==> config.mk <==
export PLATFORM = sky130hd
export DESIGN_NAME = seven_seg_mux
export DESIGN_NICKNAME = d
export VERILOG_FILES = /design/src/rtl/seven_seg_mux.sv
export SDC_FILE = /design/constraint.sdc
export NUM_CORES = 1
export LEC_CHECK = 0
export CAP_MARGIN = 10
export CORE_MARGIN = 4
export CORE_UTILIZATION = 37
export DETAILED_ROUTE_END_ITERATION = 10
export GPL_TIMING_DRIVEN = 0
export PLACE_DENSITY = 0.64
export SKIP_LAST_GASP = 1
export SLEW_MARGIN = 15
export SYNTH_ARGS = -nofsm -noshare
export SYNTH_HDL_FRONTEND = slang
export SYNTH_SLANG_ARGS = --single-unit
==> constraint.sdc <==
create_clock -name clk -period 4 [get_ports clk]
set_input_delay 0.8 -clock clk [delete_from_list [all_inputs] [get_ports clk]]
set_output_delay 0.8 -clock clk [all_outputs]
set_load 0.1 [all_outputs]
==> src/rtl/seven_seg_mux.sv <==
// seven_seg_mux: multiplexed common-anode 7-segment driver with
// sequential binary-to-BCD conversion, blanking, dp and overflow.
module seven_seg_mux #(
    parameter int DIGITS    = 4,
    parameter int DIV_RATIO = 100,
    parameter int DIN_W     = 14
) (
    input  logic              clk,
    input  logic              rst_n,
    input  logic [DIN_W-1:0]  din,
    input  logic              din_valid,
    output logic              din_ready,
    input  logic              hex_mode,
    input  logic              blank_lz,
    input  logic [DIGITS-1:0] dp_in,
    output logic [DIGITS-1:0] digit_sel,
    output logic [6:0]        seg_out,
    output logic              dp_out
);

    localparam int NB    = (DIN_W * 30103) / 100000 + 2;
    localparam int BCD_W = 4 * NB;
    localparam int DW    = 4 * DIGITS;
    localparam int XW    = (BCD_W > DW) ? BCD_W : DW;
    localparam int CW    = $clog2(DIN_W + 1);
    localparam int VW    = $clog2(DIV_RATIO);
    localparam int IW    = (DIGITS > 1) ? $clog2(DIGITS) : 1;

    typedef enum logic [1:0] {IDLE, CONV, LATCH} state_t;

    state_t            state, state_n;
    logic              accept, latch;
    logic [DIN_W-1:0]  sh;
    logic [BCD_W-1:0]  bcd, bcd_adj;
    logic [CW-1:0]     cnt;
    logic              mode_q, blz_q;
    logic [DIGITS-1:0] dp_q;

    logic [XW-1:0]     src;
    logic              new_ovf, seen;
    logic [DIGITS-1:0] new_blank;

    logic [DW-1:0]     disp_dig, cur_dig;
    logic [DIGITS-1:0] disp_blank, disp_dp, cur_blank, cur_dp;
    logic              disp_ovf, disp_valid, cur_ovf, valid_n;

    logic [VW-1:0]     div, div_n;
    logic [IW-1:0]     idx, idx_n;
    logic              div_wrap;
    logic [3:0]        nib;
    logic [DIGITS-1:0] sel_n;
    logic [6:0]        seg_n;
    logic              dpo_n;

    function automatic logic [6:0] seg_decode(input logic [3:0] n);
        logic [6:0] s;
        unique case (n)
            4'h0: s = 7'b0000001;
            4'h1: s = 7'b1001111;
            4'h2: s = 7'b0010010;
            4'h3: s = 7'b0000110;
            4'h4: s = 7'b1001100;
            4'h5: s = 7'b0100100;
            4'h6: s = 7'b0100000;
            4'h7: s = 7'b0001111;
            4'h8: s = 7'b0000000;
            4'h9: s = 7'b0001100;
            4'hA: s = 7'b0001000;
            4'hB: s = 7'b1100000;
            4'hC: s = 7'b0110001;
            4'hD: s = 7'b1000010;
            4'hE: s = 7'b0110000;
            4'hF: s = 7'b0111000;
        endcase
        return s;
    endfunction

    assign din_ready = (state == IDLE);
    assign accept    = din_valid && din_ready;
    assign latch     = (state == LATCH);

    always_ff @(posedge clk or negedge rst_n) begin
        if (!rst_n) state <= IDLE;
        else        state <= state_n;
    end

    always_comb begin
        state_n = state;
        unique case (state)
            IDLE:    if (accept) state_n = hex_mode ? LATCH : CONV;
            CONV:    if (cnt == CW'(DIN_W - 1)) state_n = LATCH;
            LATCH:   state_n = IDLE;
            default: state_n = IDLE;
        endcase
    end

    // shift-add-3: correct every nibble before the next bit enters
    always_comb begin
        bcd_adj = bcd;
        for (int i = 0; i < NB; i++) begin
            if (bcd[4*i +: 4] >= 4'd5)
                bcd_adj[4*i +: 4] = bcd[4*i +: 4] + 4'd3;
        end
    end

    always_ff @(posedge clk or negedge rst_n) begin
        if (!rst_n) begin
            sh     <= '0;
            bcd    <= '0;
            cnt    <= '0;
            mode_q <= 1'b0;
            blz_q  <= 1'b0;
            dp_q   <= '0;
        end else if (accept) begin
            sh     <= din;
            bcd    <= '0;
            cnt    <= '0;
            mode_q <= hex_mode;
            blz_q  <= blank_lz;
            dp_q   <= dp_in;
        end else if (state == CONV) begin
            sh  <= sh << 1;
            bcd <= BCD_W'({bcd_adj, sh[DIN_W-1]});
            cnt <= cnt + 1'b1;
        end
    end

    always_comb begin
        src = '0;
        if (mode_q) src[DIN_W-1:0] = sh;
        else        src[BCD_W-1:0] = bcd;
        new_ovf   = (src >> DW) != '0;
        seen      = 1'b0;
        new_blank = '0;
        for (int i = DIGITS - 1; i >= 0; i--) begin
            seen         = seen | (src[4*i +: 4] != 4'd0) | (i == 0);
            new_blank[i] = blz_q & ~seen;
        end
    end

    always_ff @(posedge clk or negedge rst_n) begin
        if (!rst_n) begin
            disp_dig   <= '0;
            disp_blank <= '0;
            disp_dp    <= '0;
            disp_ovf   <= 1'b0;
            disp_valid <= 1'b0;
        end else if (latch) begin
            disp_dig   <= src[DW-1:0];
            disp_blank <= new_blank;
            disp_dp    <= dp_q;
            disp_ovf   <= new_ovf;
            disp_valid <= 1'b1;
        end
    end

    // bypass so the pins switch on the same edge the register commits
    assign cur_dig   = latch ? src[DW-1:0] : disp_dig;
    assign cur_blank = latch ? new_blank   : disp_blank;
    assign cur_dp    = latch ? dp_q        : disp_dp;
    assign cur_ovf   = latch ? new_ovf     : disp_ovf;
    assign valid_n   = latch | disp_valid;

    assign div_wrap = (div == VW'(DIV_RATIO - 1));

    always_comb begin
        div_n = div_wrap ? '0 : div + 1'b1;
        idx_n = idx;
        if (div_wrap)
            idx_n = (idx == IW'(DIGITS - 1)) ? '0 : idx + 1'b1;
    end

    always_comb begin
        nib   = cur_dig[4*idx_n +: 4];
        sel_n = '1;
        seg_n = 7'b1111111;
        dpo_n = 1'b1;
        if (valid_n) begin
            sel_n = ~(DIGITS'(1) << idx_n);
            if (cur_ovf) begin
                seg_n = 7'b1111110;
            end else begin
                seg_n = cur_blank[idx_n] ? 7'b1111111 : seg_decode(nib);
                dpo_n = ~cur_dp[idx_n];
            end
        end
    end

    always_ff @(posedge clk or negedge rst_n) begin
        if (!rst_n) begin
            div       <= '0;
            idx       <= '0;
            digit_sel <= '1;
            seg_out   <= 7'b1111111;
            dp_out    <= 1'b1;
        end else begin
            div       <= div_n;
            idx       <= idx_n;
            digit_sel <= sel_n;
            seg_out   <= seg_n;
            dp_out    <= dpo_n;
        end
    end

endmodule

==> metrics list <==
- Run status: finished clean
- Fraction of synthesized area in multiplexers: 0.0680
- Most frequent cells in the layout: nand2_1, dfrtp_1, o21ai_0, clkdlybuf4s50_1, inv_1
- The number of hold buffers added after CTS was 0.
- Detailed routing inserted a total of 3957 vias.
* Worst setup SP type: flop
- STA classifies the critical path endpoint as a flop.
- Clock latency on the worst-skew pair, taken at its later pin, is 360 ps.
- WL per Instance: 15.5 µm
- Number of standard cells in the final layout excluding fillers: 748
* Actual transition at the worst max-transition pin: 970 ps
- Final routed wirelength across all metal layers: 11600 µm
- Detail Route Antenna Nets: 0
- Routability-driven placement finished with a final weighted congestion of 0.847.
* Combined area of all synthesized cells: 0.00506 mm²
- The total overflow left after global routing is 0.
- Worst Clk Skew: 9.65 ps
- Final hold viol count: 0
- Predominant post-synthesis flop cell: dfrtp_1
* Number of optimization iterations in the first detailed-route pass: 5
* Synthesis-stage register bit count: 97
* Maximum frequency from static timing analysis: 293 MHz
* Power per cell area: 760 mW/mm²
- Antenna violations before repair: 0
- Die extent in y: 125 µm
- Of the total synthesized cell area, the portion taken by AND, OR, NAND and NOR gates is 0.171.
* Instance count after placement with tap cells included: 732
- Total clock sinks: 97
* Slew HR: 0.352
- The min-delay analysis places its worst path in the category in2async.
- Critical path arrival: 3670 ps
- Smallest hold slack: 285 ps
- The critical path is of the reg2reg type.
- In this run the worst path has a maximum fanout of 10.
- Xor/xnor cell area share of the yosys netlist: 0.0242
- Crit path required time: 4270 ps
* Detailed-route vias per instance: 5.29
* Top routing layer in use: met4
- Post-CTS repair changed the size of 0 cells.
- Std-Cell Core Area: 0.0133 mm²
- Overall die width: 125 µm
- Library cells used by synthesis: 56
- Synth Warn #: 0
- IR analysis of the VDD net gives a maximum drop of 512 µV.
- Met3 WL post-DR: 571 µm
- Dominant combinational cell family by area after synthesis: simple AND/OR/NAND/NOR gates
- Final clock period utilization by the worst path: 0.852
* Clock tree root driver cell: clkbuf_16
- Post-Syn Area per Cell: 9.74 µm²
- The floorplan has 42 rows.
- In this run the register-to-register setup slack is 590 ps.
- Number of DRC violations after detailed-routing iteration 0: 323
- Setup violations remaining at the end of the flow were counted as 0.
- The synthesized design contains 0 enable-type register cells.
- Post-CTS timing repair inserted 0 buffers for setup.
- At the end of the flow the core is filled with cells to 0.448.
- Of the total synthesized cell area, the portion taken by full adders, half adders and majority gates is 0.0544.
* Most common library cell in the layout ignoring fill and taps: nand2_1
- Clock period minus final worst setup slack: 3410 ps
- Input and output buffers added on the ports amount to 35.
* Proportion of register bits with asynchronous set or reset after synthesis: 1.00
- Layout area overhead: 17.5%
* Static Leakage: 2.63 nW
* Wire length on met2: 5720 µm
- Sequential cell area fraction in the yosys report: 0.482
- Setup repair after global routing missed its margin: no
- TritonCTS built the clock tree.
* Inserted Diodes: 0
* Length of routed wiring on met1: 5170 µm
- Number of H-tree levels: 3
- Residual DRC: 0
* Total clock buffers created by CTS: 9
* First-pass GRT wire length: 19900 µm
- After legalization and detailed placement, the total HPWL measured 8640 µm.
- Net count after synthesis: 565
- The total count of max-transition violations in the final report is 0.
- The clock passes through at most 2 buffers.
- GRT Total Usage: 0.156
- Initial cell density of the core: 0.381
- Count of maximum capacitance violations: 0
* Synthesized-area fraction occupied by ao, oa, aoi and oai cells: 0.159
* Vias in the first global route: 4117
- Entering global routing, the biggest net connects 77 pins.
- For this design the top-level I/O count stands at 36.
- Share of layout cells above drive strength 1: 0.0997
* Synthesized instance count: 520
- Die footprint: 0.0156 mm²
- For this run, the post-layout net count is 612.
- Clock edge transition at the registers on the reported setup and hold paths: 70 ps
critical path, cell delays in order, from the launching register on:
cell and delay (ps):
dfrtp_1 330, buf_2 180, buf_2 320, buf_2 360, mux2i_1 200, o21ai_0 260
mux2i_1 120, mux2i_1 430, inv_1 180, ha_1 330, inv_1 80, a2111oi_0 390
o31ai_1 140
cells in the mapped netlist, types with 3 or more instances:
cell | n | area share
clkbuf_1 | 16 | 0.012
nand2b_1 | 10 | 0.012
nor4_1 | 6 | 0.0074
ha_1 | 22 | 0.054
o21a_1 | 7 | 0.010
inv_1 | 26 | 0.019
nor2_1 | 22 | 0.016
a21oi_1 | 18 | 0.018
dfrtp_1 | 85 | 0.42
xnor2_1 | 9 | 0.016
o32ai_1 | 7 | 0.012
a211oi_1 | 3 | 0.0044
a22oi_1 | 16 | 0.024
nor3_1 | 7 | 0.0069
mux2i_1 | 22 | 0.043
o31ai_1 | 9 | 0.013
buf_2 | 4 | 0.0040
o221ai_1 | 3 | 0.0052
nand3_1 | 21 | 0.021
o21ai_0 | 40 | 0.040
nor2b_1 | 3 | 0.0037
a32o_1 | 6 | 0.012
nand2_1 | 93 | 0.069
mux2_2 | 7 | 0.016
xor2_1 | 5 | 0.0087
dfstp_2 | 12 | 0.062
metal layers:
layer | vias up | track usage
met1 | 1924 | 0.195
met4 | 0 | 0.0504
met2 | 89 | 0.262
li1 | 1931 | -
met3 | 13 | 0.0431
met5 | - | 0
metrics by stage:
step,TNS (ps),worst slack [ps],area [µm²],power [mW]
2_1_floorplan,0,1210,5060,3.12
6_report,0,592,5950,4.52
3_5_place_dp,0,658,5660,3.69
3_3_place_gp,-128450,-1480,5630,3.63
5_1_grt,0,252,5950,4.85
4_1_cts,0,635,5950,4.55
power breakdown:
| group | switching [mW] | leakage, nW | internal [mW] |
|---|---|---|---|
| Combinational | 1.36 | 1.27 | 0.710 |
| Sequential | 0.263 | 1.23 | 1.36 |
| Clock | 0.394 | 0.136 | 0.445 |
| Total | 2.01 | 2.63 | 2.51 |
final cells by class:
type / count / area (µm²)
Fill cell: 1254 / 7340
Sequential cell: 97 / 2440
Multi-Input combinational cell: 372 / 2410
Timing Repair Buffer: 36 / 379
Clock buffer: 10 / 239
Tap cell: 176 / 220
Buffer: 24 / 110
Inverter: 27 / 101
Clock inverter: 6 / 50.0
cells by family (layout without fill, tap and decap cells):
kind of cell | Yosys count | in the layout
adders and majority gates | 22 | 22
and+or+nand+nor | 183 | 183
DFF | 97 | 97
muxes | 31 | 31
xor gates and xnor gates | 14 | 14
buffers and inverters | 51 | 103
AOI/OAI and AO/OA | 122 | 122
path summary, 6_finish.rpt:
check	startpoint	end	cells after the start
max in group asynchronous	rst_n	sh[0]	2
min in group clk	div[0]	div[0]	1
worst min register to register	div[0]	div[0]	1
worst max-delay path	mode_q	seg_out[3]	12
worst min-delay path	rst_n	disp_valid	1
worst max register to register	mode_q	seg_out[3]	12
state kept, by name, indices dropped and copies added (netlist names):
name,count
sh,14
dp_out,1
disp_dig,16
blz_q,1
bcd,24
mode_q,1
digit_sel,4
seg_out,7
disp_ovf,1
disp_blank,4
disp_dp,4
dp_q,4
div,7
cnt,4
state,2
idx,2
disp_valid,1
No activity file was read; power rests on OpenSTA's default activity.
